`config.mk`:
```
export PLATFORM = sky130hd
export DESIGN_NAME = clk_gen_param
export DESIGN_NICKNAME = d
export VERILOG_FILES = /design/src/rtl/clk_gen_pkg.sv /design/src/rtl/clk_div_chan.sv /design/src/rtl/clk_gen_param.sv
export SDC_FILE = /design/constraint.sdc
export NUM_CORES = 1
export LEC_CHECK = 0
export CAP_MARGIN = 20
export CORE_MARGIN = 2
export CORE_UTILIZATION = 35
export CTS_CLUSTER_DIAMETER = 40
export CTS_CLUSTER_SIZE = 30
export DETAILED_ROUTE_END_ITERATION = 10
export GPL_ROUTABILITY_DRIVEN = 0
export PLACE_DENSITY = 0.48
export REMOVE_ABC_BUFFERS = 1
export SLEW_MARGIN = 20
export SYNTH_ARGS = -nofsm -noshare
export SYNTH_HDL_FRONTEND = slang
export SYNTH_SLANG_ARGS = --single-unit
```
`constraint.sdc`:
```
create_clock -name clk -period 10.3 [get_ports clk]
set_input_delay 2.06 -clock clk [delete_from_list [all_inputs] [get_ports clk]]
set_output_delay 2.06 -clock clk [all_outputs]
set_load 0.005 [all_outputs]
```
`src/rtl/clk_gen_pkg.sv`:
```
// rtl/clk_gen_pkg.sv - shared constants and helpers for the divided-clock generator
package clk_gen_pkg;

    localparam int MIN_DIV = 2;

    // Reset ratio of channel idx: 2, 4, 8, ...
    function automatic int default_div(input int idx);
        return 1 << (idx + 1);
    endfunction

    function automatic bit params_legal(input int num_clks, input int div_w, input int sel_w);
        return (num_clks >= 1) && (div_w > num_clks) && (div_w <= 31) &&
               (sel_w >= $clog2(num_clks));
    endfunction

endpackage

```
`src/rtl/clk_div_chan.sv`:
```
// rtl/clk_div_chan.sv - one divided-clock channel with pending-ratio update on wrap
module clk_div_chan
    import clk_gen_pkg::*;
#(
    parameter int DIV_W = 8
) (
    input  logic             clk,
    input  logic             reset,
    input  logic             enable,
    input  logic             sync,
    input  logic             wr,
    input  logic [DIV_W-1:0] wr_div,
    input  logic [DIV_W-1:0] rst_div,
    output logic             div_clk,
    output logic             stb
);

    logic [DIV_W-1:0] cnt;
    logic [DIV_W-1:0] div;
    logic [DIV_W-1:0] pend;
    logic [DIV_W-1:0] cnt_nxt;
    logic [DIV_W-1:0] half;
    logic             pend_v;
    logic             armed;

    always_comb begin
        cnt_nxt = (cnt == div - DIV_W'(1)) ? '0 : cnt + DIV_W'(1);
        half    = div >> 1;
    end

    // armed keeps the output low until the first full period after reset,
    // so the first high phase is never truncated.
    always_ff @(posedge clk) begin
        if (reset) begin
            cnt     <= '0;
            div     <= rst_div;
            pend    <= '0;
            pend_v  <= 1'b0;
            armed   <= 1'b0;
            div_clk <= 1'b0;
            stb     <= 1'b0;
        end else begin
            if (sync) begin
                cnt     <= '0;
                div_clk <= 1'b1;
                stb     <= 1'b1;
                armed   <= 1'b1;
                if (pend_v) begin
                    div    <= pend;
                    pend_v <= 1'b0;
                end
            end else if (enable) begin
                cnt     <= cnt_nxt;
                stb     <= (cnt_nxt == '0);
                div_clk <= (armed || cnt_nxt == '0) && (cnt_nxt < half);
                if (cnt_nxt == '0) begin
                    armed <= 1'b1;
                    if (pend_v) begin
                        div    <= pend;
                        pend_v <= 1'b0;
                    end
                end
            end else begin
                stb <= 1'b0;
            end
            // A write in the same cycle as an apply becomes the next pending value.
            if (wr) begin
                pend   <= wr_div;
                pend_v <= 1'b1;
            end
        end
    end

endmodule

```
`src/rtl/clk_gen_param.sv`:
```
// rtl/clk_gen_param.sv - multi-channel divided-clock generator with config port
module clk_gen_param
    import clk_gen_pkg::*;
#(
    parameter int NUM_CLKS = 3,
    parameter int DIV_W    = 8,
    parameter int SEL_W    = 2
) (
    input  logic                clk,
    input  logic                reset,
    input  logic                enable,
    input  logic                sync,
    input  logic                cfg_we,
    input  logic [SEL_W-1:0]    cfg_sel,
    input  logic [DIV_W-1:0]    cfg_div,
    output logic [NUM_CLKS-1:0] clks,
    output logic [NUM_CLKS-1:0] div_stb,
    output logic                cfg_ack,
    output logic                cfg_err
);

    if (!params_legal(NUM_CLKS, DIV_W, SEL_W)) begin : g_param_check
        $error("clk_gen_param: illegal NUM_CLKS/DIV_W/SEL_W combination");
    end

    logic                cfg_ok;
    logic [NUM_CLKS-1:0] wr;

    assign cfg_ok = cfg_we && (32'(cfg_sel) < NUM_CLKS) && (cfg_div >= DIV_W'(MIN_DIV));

    for (genvar i = 0; i < NUM_CLKS; i++) begin : g_chan
        assign wr[i] = cfg_ok && (32'(cfg_sel) == i);

        clk_div_chan #(
            .DIV_W (DIV_W)
        ) u_chan (
            .clk     (clk),
            .reset   (reset),
            .enable  (enable),
            .sync    (sync),
            .wr      (wr[i]),
            .wr_div  (cfg_div),
            .rst_div (DIV_W'(default_div(i))),
            .div_clk (clks[i]),
            .stb     (div_stb[i])
        );
    end

    always_ff @(posedge clk) begin
        if (reset) begin
            cfg_ack <= 1'b0;
            cfg_err <= 1'b0;
        end else begin
            cfg_ack <= cfg_ok;
            cfg_err <= cfg_we && !cfg_ok;
        end
    end

endmodule
```
======== After elaboration in Yosys (flattened, before gate mapping) ========
Cells that the tools add are included.
storage, ports and cells
  bits in latches ......................... 0
  output and inout port bits .............. 8
  memories kept ........................... 0
  logic and storage cells ................. 121
  memory bits (writable) .................. 0
  bits in read-only memories .............. 0
  register bits after elaboration ......... 86
  input port bits ......................... 15
cells by class
  order comparisons ....................... 5
  div/mod/pow operators ................... 0
  multiply operators ...................... 0
  eq/ne operators ......................... 5
  shift-type cells ........................ 0
  add/sub/neg operators ................... 6
  reduce and logical (&&, ||, !) cells .... 34
  bitwise logic cells ..................... 0
  multiplexer cells ....................... 48
operators by type and width
  operator                                                           count
  2-to-1 mux 8 bit                                                   15
  2-to-1 mux 1 bit                                                   33
  adder 8 x 1 -> 8 bit, second input constant                        3
  == test 8 bit                                                      3
  logical NOT 8 bit                                                  3
  < comparator 8 x 7 -> 1 bit                                        3
  subtractor 8 x 1 -> 8 bit, second input constant                   3
  nonzero test 3 bit                                                 6
  AND reduction 2 bit                                                6
  logical AND 1 bit                                                  9
  greater-or-equal comparator 8 x 2 -> 1 bit, second input constant  1
  nonzero test 2 bit                                                 4
  logical OR 1 bit                                                   3
  == test 2 x 1 -> 1 bit, second input constant                      1
  == test 2 bit, second input constant                               1
  logical NOT 2 bit                                                  1
  < comparator 2 bit, second input constant                          1
  OR reduction 2 bit                                                 1
  logical NOT 1 bit                                                  1

======== Depth between registers and ports, before layout ========
Gate-level depths: netlist of run 1.
  depth after elaboration ................. 8
  mapped depth ............................ 15
  depth with buffers taken out ............ 14

======== By module ========
A second synthesis of run 1 with hierarchy kept.
second synthesis, totals
  cells, all modules ...................... 614
  area total of the unflattened synthesis .. 5622.9 µm²
modules (own cells, without submodules)
  module                               times used  area an instance (µm²)  cells each  sequential area each (µm²)
  clk_div_chan (g_chan[0].u_chan ...)  2           1844.3                  201         640.6
  clk_div_chan (g_chan[2].u_chan)      1           1815.5                  198         640.6
  clk_gen_param                        1           118.9                   14          40.0

======== Worst setup path before layout of run 1 ========
OpenSTA, ideal clock, no wires.
  path type ............................... input to register
  from .................................... input port cfg_div[4]
  to ...................................... register g_chan[2].u_chan.pend_v
  library setup time ...................... 0.116 ns
  arrival time ............................ 3.633 ns
  required time ........................... 10.184 ns
  path slack .............................. 6.551 ns
  path buffers ............................ 1
  stages .................................. 6
  cells stage by stage .................... or4_1 > o41ai_1 > or3b_2 > buf_2 > nor2_1 > a31o_2
on the way
  longest elaborated chain between the ends .. 5
  elaborated cells between the ends (all ways) .. 7
  classes of those cells .................. 1 x order compare; 1 x mux; 5 x reduce/logical
ends and longest elaborated chain
  what                                          line                 text
  start, declared                               clk_gen_param.sv:15  input logic [DIV_W-1:0] cfg_div,
  greater-or-equal comparator 8 x 2 -> 1 bit *  clk_gen_param.sv:29  assign cfg_ok = cfg_we && (32'(cfg_sel) < NUM_CLKS) && (cfg_div >= DIV_W'(MIN_DIV));
  logical AND 1 bit *                           clk_gen_param.sv:29
  logical AND 1 bit *                           clk_gen_param.sv:32  assign wr[i] = cfg_ok && (32'(cfg_sel) == i);
  nonzero test 3 bit (no source line)           --
  AND reduction 2 bit (no source line)          --
  end signal, assigned                          clk_div_chan.sv:50   pend_v <= 1'b0;
  end signal, assigned                          clk_div_chan.sv:60   pend_v <= 1'b0;
  end signal, assigned                          clk_div_chan.sv:69   pend_v <= 1'b1;
  end, declared                                 clk_div_chan.sv:23   logic pend_v;
Every way passes the cells marked *; elsewhere a longest branch is shown, timed or not.
A chain may end at the register's enable or synchronous reset.

======== Worst setup path after layout of run 1 ========
  from .................................... input port cfg_div[4]
  to ...................................... register g_chan[0].u_chan.pend[4]
on the way
  longest elaborated chain between the ends .. 3
ends and longest elaborated chain
  what                                        line                 text
  greater-or-equal comparator 8 x 2 -> 1 bit  clk_gen_param.sv:29
  logical AND 1 bit                           clk_gen_param.sv:29
  logical AND 1 bit                           clk_gen_param.sv:32
  end signal, assigned                        clk_div_chan.sv:68   pend <= wr_div;
  end, declared                               clk_div_chan.sv:20   logic [DIV_W-1:0] pend;
Parallel ways exist; a longest one is shown, timed or not.

==> results of run 1 <==
-- synthesized netlist by cell type (11+ instances only) --
| cell type | count | area (um^2) |
|---|---|---|
| a21oi_1 | 37 | 185 |
| buf_2 | 12 | 60.1 |
| clkbuf_1 | 29 | 109 |
| dfxtp_1 | 86 | 1720 |
| ha_1 | 24 | 300 |
| inv_1 | 32 | 120 |
| mux2i_1 | 49 | 490 |
| nand2_1 | 32 | 120 |
| nand2b_1 | 18 | 113 |
| nand3_1 | 18 | 90.1 |
| nand4_1 | 11 | 68.8 |
| nor2_1 | 94 | 353 |
| nor3_1 | 16 | 80.1 |
| o21ai_0 | 27 | 135 |
| xnor2_1 | 23 | 201 |
| xor2_1 | 21 | 184 |
-- metal layers --
layer | track usage | vias to the layer above | wire length, um
met5 | 0 | - | 0
met4 | 0.0498 | 0 | 86
met3 | 0.0245 | 6 | 284
met2 | 0.258 | 50 | 5730
met1 | 0.228 | 2114 | 6630
li1 | - | 2244 | -
-- registers in the layout, indices dropped and copies added (netlist names) --
name / count
g_chan.u_chan.armed: 3
g_chan.u_chan.div: 24
cfg_ack: 1
g_chan.u_chan.cnt: 24
g_chan.u_chan.pend: 24
g_chan.u_chan.pend_v: 3
g_chan.u_chan.stb: 3
g_chan.u_chan.div_clk: 3
cfg_err: 1
-- worst paths after layout --
path	from	endpoint	slack, ns	cells after the start
worst max-delay path	cfg_div[4]	g_chan[0].u_chan.pend[4]$_SDFFE_PP0P_	6.08	6
worst min-delay path	g_chan[1].u_chan.pend[2]$_SDFFE_PP0P_	g_chan[1].u_chan.div[2]$_SDFFE_PP1P_	0.47	1
worst max register to register	g_chan[0].u_chan.div[0]$_SDFFE_PP0P_	g_chan[0].u_chan.div_clk$_SDFFE_PP0N_	6.19	14
worst min register to register	g_chan[1].u_chan.pend[2]$_SDFFE_PP0P_	g_chan[1].u_chan.div[2]$_SDFFE_PP1P_	0.47	1
-- power breakdown --
part | leakage, nW | total (mW) | internal (mW) | switching, mW
Sequential | 0.699 | 0.347 | 0.341 | 0.00600
Combinational | 1.49 | 0.0644 | 0.0288 | 0.0356
Clock | 0.139 | 0.320 | 0.169 | 0.151
Total | 2.33 | 0.731 | 0.539 | 0.192
-- cells by family (layout without fill, tap and decap cells) --
| family | count (synthesis) | count (layout) | synth area share |
|---|---|---|---|
| muxes | 49 | 49 | 0.0927 |
| AOI/OAI and AO/OA | 119 | 119 | 0.148 |
| and+or+nand+nor | 248 | 248 | 0.238 |
| xor gates and xnor gates | 44 | 44 | 0.0729 |
| DFF | 86 | 86 | 0.326 |
| adders and majority gates | 24 | 24 | 0.0568 |
| buffers and inverters | 81 | 73 | 0.0660 |
-- area by class of cell --
class                      count  area share
inverter                      32      0.0207
clock inverter                 7      0.0108
tap                          184      0.0396
timing repair buffer          25      0.0409
sequential                    86       0.296
multi-input combinational    484       0.553
clock buffer                   9      0.0387
==> run_results.csv, run 1 <==
group,metric,value,unit
outcome,run_status,"finished, final reports clean",
global_routing,grt_overflow,0,
sta,fin_crit,4.22,ns
layout,final_common_cell,"nor2_1",
critical_path,path_cells,"clkdlybuf4s50_1 -> or4_1 -> o41ai_1 -> or3_1 -> mux2i_1 -> nor2_1",
clocking,clockBufferDepth,2,
place,dp.cells,811,
clocking,cts_hold_buf,0,
route,drc_errors,0,
floorplanning,initial_core_util,0.361,
floorplanning,rows,44,
sta,slew_headroom,0.492,
hold_path,min_path_type,"flop to flop",
floorplanning,die_w,127,um
sta,finClkSkew,0.00777,ns
yosys,syn_area,5290,um^2
floorplanning,die_area,16100,um^2
critical_path,crit_arrival,4.44,ns
clocking,insertion_delay,0.34,ns
layout,antennaDiodeCount,0,
place,postPlaceCellArea,5530,um^2
yosys,syn_area_per_cell,8.12,um^2
critical_path,critical_path_required,10.51,ns
critical_path,cpPeakStageDelay,0.55,ns
power,p_leak,2.33,nW
clocking,numClockSinks,86,
layout,multiInputGateArea,3220,um^2
layout,finalNetCount,677,
yosys,seq_area_frac_synth,0.326,
run,drv_cap,0,
route,wl_per_cell,15.4,um
yosys,synth_cells,651,
yosys,synth_enable_flop_cells,0,
clocking,root_buffer,"clkbuf_16",
layout,instances_no_fill,827,
layout,mostFrequentLayoutCells,"94 x nor2_1, 86 x dfxtp_1, 49 x mux2i_1",
layout,seq_area,1720,um^2
layout,fin_area,5820,um^2
place,place_ws,5.73,ns
sta,setup_violations,0,
critical_path,path_delay_family,"simple AND/OR/NAND/NOR gates",
critical_path,cp-start-kind,"input pin",
global_routing,grt_max_degree,77,
route,wl,12700,um
clocking,postCtsSetupRepairBufs,0,
floorplanning,io_pins,23,
sta,max_freq,237,MHz
yosys,synth.distinct_cells,63,
sta,worst_pin_slew,0.762,ns
critical_path,critPathKind,"input pin to flop",
power,irDropWorstVdd,0.0000794,V
layout,area_growth,9.96,%
global_routing,antenna_found_initial,0,
yosys,ys_ff_latch,86,
route,num_vias,4414,
sta,grt_setup_unrepaired,"no",
global_routing,grt.total_usage,0.163,
yosys,synthArstFlopShare,0,
clocking,cts_tree,"built",
floorplanning,die_y,127,um
sta,fin_crit_sh,0.410,
critical_path,cp_max_fo,9,
layout,post-route-util,0.397,
critical_path,crit_slowest_cell,"or4_1",
critical_path,cp-end-kind,"flop",
global_routing,grt_pass1_wl,21400,um
route,viasPerCell,5.34,
sta,setup_tns,0,ns
place,place_hpwl,9180,um
yosys,synthFlopType,"dfxtp_1",
route,first_pass_iters,5,
clocking,cts_buffers,9,
critical_path,path_buf_inv,1,
sta,whs,0.473,ns
place,portBuffers,22,
clocking,cts_resized,0,
layout,nFillCells,1535,
floorplanning,coreArea,14600,um^2
clocking,cts_htree_levels,3,
yosys,ys_warn_count,0,
sta,finalHoldViolCount,0,
power,power_density,126,nW/um^2
sta,postLayoutSetupSlackWorst,6.08,ns
layout,final_layout_size_suffix_gt1_frac,0.0560,
power,totalPowerFinal,0.731,mW
clocking,path_clk_slew,0.07,ns
sta,slew_violations,0,
route,ant_nets,0,
route,drt_iter0_drc,357,
global_routing,grt_pass1_vias,4173,
Note: power is estimated with default switching activity, not from simulation.
==> inputs of run 2 (changes only) <==
clock period = 4.4 ns   (was 10.3 ns; I/O delays follow)
==> run_results.csv, run 2 (synthesis results as in run 1) <==
group,metric,value,unit
critical_path,critPathKind,"flop to flop",
critical_path,reg2reg_slack,0.44,ns
route,wl_per_cell,15.7,um
outcome,run_status,"finished, final reports clean",
power,irDropWorstVdd,0.000183,V
clocking,path_clk_slew,0.07,ns
sta,slew_violations,0,
layout,antennaDiodeCount,0,
layout,final_common_cell,"nor2_1",
critical_path,cp_max_fo,10,
layout,finalNetCount,680,
global_routing,grt_pass1_wl,21800,um
hold_path,min_path_type,"flop to flop",
global_routing,met3_usage,0.0274,
critical_path,path_cells,"inv_1 -> ha_1 -> nor3b_1 -> nor2_1 -> or4b_1 -> a31oi_2 -> and2_1 -> nor2_1 -> ha_1 -> a21o_1 -> a211o_1 -> a211o_1 -> a21oi_1 -> a2bb2oi_1",
floorplanning,initial_core_util,0.361,
floorplanning,die_area,16100,um^2
global_routing,grt_max_degree,41,
route,drt_iter0_drc,232,
place,place_hpwl,9570,um
global_routing,grt_util_met1,0.226,
clocking,clockBufferDepth,2,
critical_path,crit_slowest_cell,"or4b_1",
critical_path,crit_arrival,4.24,ns
critical_path,cp-end-kind,"flop",
route,ant_nets,0,
floorplanning,die_w,127,um
critical_path,critical_path_required,4.68,ns
clocking,cts_tree,"built",
clocking,cts_htree_levels,3,
sta,finalHoldViolCount,0,
sta,finClkSkew,0.00857,ns
run,drv_cap,0,
sta,fin_crit,3.96,ns
sta,setup_tns,0,ns
route,first_pass_iters,4,
critical_path,cpPeakStageDelay,0.50,ns
global_routing,grt_use_met2,0.271,
critical_path,cp-start-kind,"flop",
route,num_vias,4510,
floorplanning,io_pins,23,
layout,area_growth,11.0,%
global_routing,top_usage_layer,"met2",
route,wl,13000,um
global_routing,antenna_found_initial,0,
sta,max_freq,252,MHz
critical_path,path_buf_inv,1,
floorplanning,rows,44,
floorplanning,die_y,127,um
clocking,cts_resized,0,
clocking,cts_hold_buf,0,
place,portBuffers,22,
layout,mostFrequentLayoutCells,"94 x nor2_1, 86 x dfxtp_1, 49 x mux2i_1",
layout,final_layout_size_suffix_gt1_frac,0.0604,
layout,largestRegisters,"g_chan.u_chan.cnt: 24 flops, g_chan.u_chan.div: 24 flops, g_chan.u_chan.pend: 24 flops",
layout,fin_area,5870,um^2
place,postPlaceCellArea,5550,um^2
sta,setup_violations,0,
clocking,cts_buffers,9,
sta,slew_headroom,0.523,
power,p_leak,2.36,nW
route,drc_errors,0,
layout,nFillCells,1497,
floorplanning,coreArea,14600,um^2
sta,grt_setup_unrepaired,"no",
global_routing,grt_overflow,0,
critical_path,path_delay_family,"simple AND/OR/NAND/NOR gates",
global_routing,grt_pass1_vias,4268,
route,viasPerCell,5.43,
sta,fin_crit_sh,0.901,
global_routing,grt.total_usage,0.168,
power,power_density,306,nW/um^2
clocking,root_buffer,"clkbuf_16",
clocking,postCtsSetupRepairBufs,0,
clocking,numClockSinks,86,
layout,multiInputGateArea,3220,um^2
clocking,insertion_delay,0.34,ns
layout,seq_area,1720,um^2
sta,worst_pin_slew,0.714,ns
-- run 2: cell count changes in the layout (fill, tap and decap cells not counted), sizes merged --
cell / before / now
buf: 4 / 7
bufinv: 0 / 2
clkinv: 1 / 2
inv: 37 / 34
-- run 2: worst paths after layout --
path	start	to	cells past startpoint
hold reg to reg	g_chan[1].u_chan.pend[2]$_SDFFE_PP0P_	g_chan[1].u_chan.div[2]$_SDFFE_PP1P_	1
setup / recovery	g_chan[0].u_chan.div[0]$_SDFFE_PP0P_	g_chan[0].u_chan.div_clk$_SDFFE_PP0N_	14
hold / removal	g_chan[1].u_chan.pend[2]$_SDFFE_PP0P_	g_chan[1].u_chan.div[2]$_SDFFE_PP1P_	1
setup reg to reg	g_chan[0].u_chan.div[0]$_SDFFE_PP0P_	g_chan[0].u_chan.div_clk$_SDFFE_PP0N_	14
-- run 2: per-stage QoR --
step                      hold WS (ns)   util  worst slack, ns  total power [mW]  instances
final                            0.476  0.401            0.437              1.80        830
after global routing             0.504  0.401           0.0565              1.87        830
after CTS                        0.480  0.401            0.452              1.82        830
after detailed placement         0.462  0.379            0.481             0.983        814
after global placement           0.464  0.379            0.680             0.982        814
after floorplan                  0.435      -            0.917             0.910        602
-- run 2: area by class of cell --
class                           instances  area share
Timing Repair Buffer                   28      0.0443
Sequential cell                        86       0.293
Clock buffer                            9      0.0384
Clock inverter                          7      0.0162
Multi-Input combinational cell        484       0.548
Inverter                               32      0.0205
Tap cell                              184      0.0392
-- run 2: routing by layer --
layer | part of all wire | wire length, um | vias up
met3 | 0.030 | 391 | 19
met5 | 0 | 0 | -
met1 | 0.49 | 6410 | 2151
li1 | - | - | 2265
met4 | 0.019 | 253 | 0
met2 | 0.46 | 5940 | 75
-- run 2: power breakdown --
part	internal, mW	switching [mW]
clock network	0.500	0.334
logic	0.0683	0.0843
registers	0.798	0.0142
total	1.37	0.432
==> inputs of run 3 (changes only) <==
TNS_END_PERCENT = 10   (was unset)
==> results of run 3 <==
Same layout as run 2: the final DEF is identical, and so are final timing and power.
